<file path="config.mk">
export PLATFORM = sky130hd
export DESIGN_NAME = fifo_wr_arb
export DESIGN_NICKNAME = d
export VERILOG_FILES = /design/src/rtl/fifo_wr_arb.sv
export SDC_FILE = /design/constraint.sdc
export NUM_CORES = 1
export LEC_CHECK = 0
export CORE_ASPECT_RATIO = 0.8
export CORE_MARGIN = 2
export CORE_UTILIZATION = 30
export CTS_BUF_LIST = sky130_fd_sc_hd__clkbuf_8
export CTS_CLUSTER_DIAMETER = 120
export DETAILED_ROUTE_END_ITERATION = 10
export HOLD_SLACK_MARGIN = 0.15
export PLACE_DENSITY = 0.65
export SYNTH_ARGS = -nofsm -noshare
export SYNTH_HDL_FRONTEND = slang
export SYNTH_SLANG_ARGS = --single-unit
</file>
<file path="constraint.sdc">
create_clock -name clk -period 2.4 [get_ports clk]
set_clock_uncertainty 0.2 [all_clocks]
set_input_delay 0.72 -clock clk [delete_from_list [all_inputs] [get_ports clk]]
set_output_delay 0.72 -clock clk [all_outputs]
set_load 0.01 [all_outputs]
</file>
<file path="src/rtl/fifo_wr_arb.sv">
`default_nettype none
// ============================================================================
// Module  : fifo_wr_arb
// Brief   : Round-robin, burst-limited arbiter sharing one FIFO write port
//           among NUM_REQ valid/ready producers; honours FIFO almost-full.
// Revision: 1.0 - initial release
// ============================================================================
module fifo_wr_arb #(
    parameter int NUM_REQ   = 4,
    parameter int WIDTH     = 8,
    parameter int MAX_BURST = 4
) (
    input  logic                     clk,
    input  logic                     rst,
    input  logic [NUM_REQ-1:0]       req_valid,
    input  logic [NUM_REQ*WIDTH-1:0] req_data,
    output logic [NUM_REQ-1:0]       req_ready,
    output logic [NUM_REQ-1:0]       grant,
    input  logic                     fifo_afull,
    output logic                     fifo_wr_en,
    output logic [WIDTH-1:0]         fifo_din
);

    localparam int PTR_W = (NUM_REQ > 1) ? $clog2(NUM_REQ) : 1;

    localparam logic [0:0]       c_IDLE    = 1'b0;
    localparam logic [0:0]       c_BUSY    = 1'b1;
    localparam logic [3:0]       c_LAST    = 4'(MAX_BURST - 1);
    localparam logic [PTR_W-1:0] c_PTR_MAX = PTR_W'(NUM_REQ - 1);

    logic [0:0]         r_state;
    logic [NUM_REQ-1:0] r_grant;
    logic [PTR_W-1:0]   r_rr_ptr;
    logic [3:0]         r_burst_cnt;
    logic               r_wr_en;
    logic [WIDTH-1:0]   r_din;

    logic [0:0]         w_state_nxt;
    logic [NUM_REQ-1:0] w_grant_nxt;
    logic [PTR_W-1:0]   w_rr_ptr_nxt;
    logic [3:0]         w_burst_cnt_nxt;
    logic [PTR_W-1:0]   w_owner;
    logic [PTR_W-1:0]   w_pick;
    logic [PTR_W-1:0]   w_cand;
    logic               w_pick_found;
    logic               w_owner_valid;
    logic               w_xfer;
    logic [NUM_REQ-1:0] w_ready;
    logic [WIDTH-1:0]   w_owner_data;

    // Search upward from rr_ptr; the wrap is explicit so non-power-of-2
    // producer counts never index past NUM_REQ-1.
    always_comb begin
        w_pick       = r_rr_ptr;
        w_pick_found = 1'b0;
        w_cand       = r_rr_ptr;
        for (int k = 0; k < NUM_REQ; k++) begin
            if (!w_pick_found && req_valid[w_cand]) begin
                w_pick       = w_cand;
                w_pick_found = 1'b1;
            end
            w_cand = (w_cand == c_PTR_MAX) ? '0 : w_cand + PTR_W'(1);
        end
    end

    always_comb begin
        w_owner = '0;
        for (int i = 0; i < NUM_REQ; i++) begin
            if (r_grant[i]) w_owner = PTR_W'(i);
        end
    end

    assign w_owner_valid = |(req_valid & r_grant);
    assign w_ready       = (r_state == c_BUSY && !fifo_afull) ? r_grant : '0;
    assign w_xfer        = |(req_valid & w_ready);
    assign w_owner_data  = req_data[w_owner*WIDTH +: WIDTH];

    always_comb begin
        w_state_nxt     = r_state;
        w_grant_nxt     = r_grant;
        w_rr_ptr_nxt    = r_rr_ptr;
        w_burst_cnt_nxt = r_burst_cnt;
        case (r_state)
            c_IDLE: begin
                if (w_pick_found) begin
                    w_grant_nxt     = NUM_REQ'(1) << w_pick;
                    w_burst_cnt_nxt = '0;
                    w_state_nxt     = c_BUSY;
                end
            end
            c_BUSY: begin
                // A dropped valid releases immediately; a stalled owner keeps its grant.
                if (!w_owner_valid || (w_xfer && r_burst_cnt == c_LAST)) begin
                    w_grant_nxt  = '0;
                    w_rr_ptr_nxt = (w_owner == c_PTR_MAX) ? '0 : w_owner + PTR_W'(1);
                    w_state_nxt  = c_IDLE;
                end else if (w_xfer) begin
                    w_burst_cnt_nxt = r_burst_cnt + 4'(1);
                end
            end
            default: begin
                w_grant_nxt = '0;
                w_state_nxt = c_IDLE;
            end
        endcase
    end

    always_ff @(posedge clk or negedge rst) begin
        if (!rst) begin
            r_state     <= c_IDLE;
            r_grant     <= '0;
            r_rr_ptr    <= '0;
            r_burst_cnt <= '0;
            r_wr_en     <= 1'b0;
            r_din       <= '0;
        end else begin
            r_state     <= w_state_nxt;
            r_grant     <= w_grant_nxt;
            r_rr_ptr    <= w_rr_ptr_nxt;
            r_burst_cnt <= w_burst_cnt_nxt;
            r_wr_en     <= w_xfer;
            if (w_xfer) r_din <= w_owner_data;
        end
    end

    assign req_ready  = w_ready;
    assign grant      = r_grant;
    assign fifo_wr_en = r_wr_en;
    assign fifo_din   = r_din;

endmodule
`default_nettype wire

</file>
==> summary.txt <==
Outcome -> complete, no violations
Ys async rst share -> 1.00
Main flop type after synthesis -> dfrtp_1
LEAKAGE -> 1.05 nW
Synth warnings -> 0
Via count -> 1,694
Uppermost layer routed -> met3
Worst Tran Pin Value -> 0.421 ns
Final Slew Violations -> 0
Hold slack -> 0.330 ns
Root Buffer -> clkbuf_8
Commonest cells after routing, fill and taps aside -> 46 x clkdlybuf4s50_1, 33 x nor2_1, 30 x buf_4, 26 x a21oi_1, 20 x dfrtp_1
Initial antenna violation count -> 0
Worst Path Required -> 2.34 ns
Final setup violation count -> 0
WL final -> 4.41 mm
Die Height -> 69.9 µm
Layout area overhead -> 51.6%
DR pass1 iterations -> 4
CP max stage cell -> dlygate4sd2_1
Worst VDD drop -> 0.357 mV
PortBufs -> 55
Fillers -> 500
Tot GR Track Use -> 0.147
Area of the multi-input gates -> 1070 µm²
Nets -> 312
Crit Reg-Reg Endpoint -> grant[2]
Die Wd -> 86.4 µm
Starting density of the core -> 0.318
Starting DRT DRC Count -> 105
HPWL after detailed placement -> 3.33 mm
Reg clk slew, reported paths -> 0.06 ns
R2R depth -> 6
Row count -> 23
Synth Net Count -> 238
Met1 wire length -> 2.21 mm
Register area -> 500 µm²
Remaining global-route overflow -> 0
Worst Hold Class -> flop to flop
Vias/cell -> 5.12
PwrDens -> 1110 nW/µm²
Post-Syn Area -> 1630 µm²
Largest net degree at the start of global routing -> 28
Vias in the first global route -> 1,571
CTS buffer count -> 3
Worst hold start -> fifo_din[3]
Drt wl/cell -> 13.3 µm
WHS Endpoint -> fifo_din[3]
CTS Sinks -> 20
Core ar. -> 5120 µm²
Synth Register Bits -> 20
Clock buffer depth -> 2
Sequential element share of the synthesized area -> 0.307
Worst r2r src -> r_rr_ptr[0]
DRC -> 0
RSZ-0062 raised after global routing -> true
Post-layout min period -> 2.36 ns
First-pass GRT wire length -> 7.38 mm
Fin. Hold Viols -> 0
Syn_area_per_cell -> 8.27 µm²
Total negative slack -> 0 ns
Worst path max stage delay -> 0.27 ns
Worst Setup Start Kind -> primary input
N_diodes -> 0
Placer Congestion -> 0.787
Post-synth EDFFs -> 0
WL met2 -> 1.99 mm
Fmax -> 423 MHz
Worst path arrival time -> 2.30 ns
Boundary pin count -> 56
Worst Setup SP -> req_valid[2]
Max-cap viol count -> 0
Final worst path period share -> 0.984
Cts-stage hold buffer count -> 0
Worst-path fanout max -> 8
Slack of the worst reg-to-reg path -> 0.06 ns
Worst Setup End Kind -> flop
Kind of critical path -> primary input to flop
Layout cell share with drive strength beyond 1 -> 0.208
Worst hold stages -> 2
Die area -> 6040 µm²
Most common cell after layout, fill and taps aside -> clkdlybuf4s50_1
ANT nets after route -> 0
Worst skew pair latency -> 0.25 ns
TritonCTS clock tree -> done
Yosys cell types -> 58
# H-tree levels -> 1
Crit path cell chain -> dlygate4sd2_1, buf_4, nor3b_1, o32ai_2, a211oi_2, a211oi_2, o21ba_2, a32o_1
CP dominant cell by count -> a211oi_2
Syn Inst Count -> 197
Met3 wire length -> 205 µm
Rel. slew slack -> 0.712
==> where the power goes <==
part | internal [mW] | total [mW] | switching (mW)
combinational | 0.996 | 1.97 | 0.970
clock | 0.112 | 0.213 | 0.101
sequential | 0.466 | 0.553 | 0.0873
==> kinds of logic after synthesis <==
kind of cell               share of synthesized area
and+or+nand+nor                                0.233
muxes                                         0.0891
AOI/OAI and AO/OA                              0.270
adders and majority gates                     0.0154
buffers and inverters                         0.0691
DFF                                            0.307
xor gates and xnor gates                      0.0154
==> area by class of cell <==
cell class	count	area share
sequential	20	0.203
timing repair buffer	86	0.311
clock buffer	3	0.0167
inverter	3	0.00456
tap	62	0.0314
multi-input combinational	157	0.434
==> worst max-delay path by stage <==
stage / endpoint / slack [ns] / depth (start not counted)
2_1_floorplan: grant[3] / 0.03 / 8
6_report: grant[2] / 0.04 / 8
5_1_grt: grant[0] / -0.03 / 6
3_5_place_dp: req_ready[3] / -0.60 / 4
4_1_cts: req_ready[0] / 0.0006 / 4
3_3_place_gp: req_ready[0] / -0.54 / 4
==> per-stage QoR <==
stage	worst slack (ns)	instance area (µm²)	utilization	instances	power (mW)
after CTS	0.000613	2440	0.477	329	2.71
final	0.0377	2470	0.482	331	2.73
after floorplan	0.0325	1630	-	197	1.75
after global routing	-0.0319	2470	0.482	331	2.96
after global placement	-0.543	2360	0.460	324	2.36
after detailed placement	-0.598	2360	0.460	324	2.37
==> flip-flops by register name (all words and copies together), names as in the netlist <==
signal       flops
fifo_wr_en       1
fifo_din         8
grant            4
r_rr_ptr         2
r_burst_cnt      4
r_state          1
==> worst max-delay path, delay by kind of cell <==
kind,cells,cell delay [ns]
and+or+nand+nor,1,0.23
buffers and inverters,2,0.45
AOI/OAI and AO/OA,5,0.90
==> cell usage after synthesis (all sizes together), types with 2 or more instances <==
cell type | count | area (µm²)
mux4 | 2 | 45.0
xor2 | 2 | 25.0
and2 | 5 | 31.3
nand2 | 12 | 45.0
a22oi | 3 | 22.5
nor2 | 34 | 128
nor3b | 2 | 15.0
o21ai | 7 | 38.8
buf | 10 | 73.8
a211oi | 2 | 20.0
a22o | 2 | 17.5
nand2b | 6 | 37.5
a221oi | 2 | 17.5
nand3b | 2 | 15.0
clkbuf | 7 | 27.5
or3 | 2 | 12.5
nor2b | 6 | 40.0
o31ai | 2 | 15.0
inv | 3 | 11.3
dfrtp | 20 | 500
ha | 2 | 25.0
mux2i | 10 | 100
nand4b | 2 | 17.5
a21oi | 26 | 130
a31oi | 3 | 25.0
==> metal layers <==
metal | vias to the layer above | global-route usage
met5 | - | 0
met1 | 798 | 0.214
met2 | 35 | 0.226
met3 | 0 | 0.0426
li1 | 861 | -
met4 | 0 | 0.0104
==> repair_timing <==
| action | CTS | global route |
|---|---|---|
| resized for setup | 27 | 5 |
| pin swaps | 1 | 3 |
| setup endpoints to repair | 13 | 8 |
| setup buffers | 2 | 2 |
| gates cloned | 0 | 0 |
| endpoints found under the hold margin | 0 | 0 |
(Power assumes the default switching activity.)
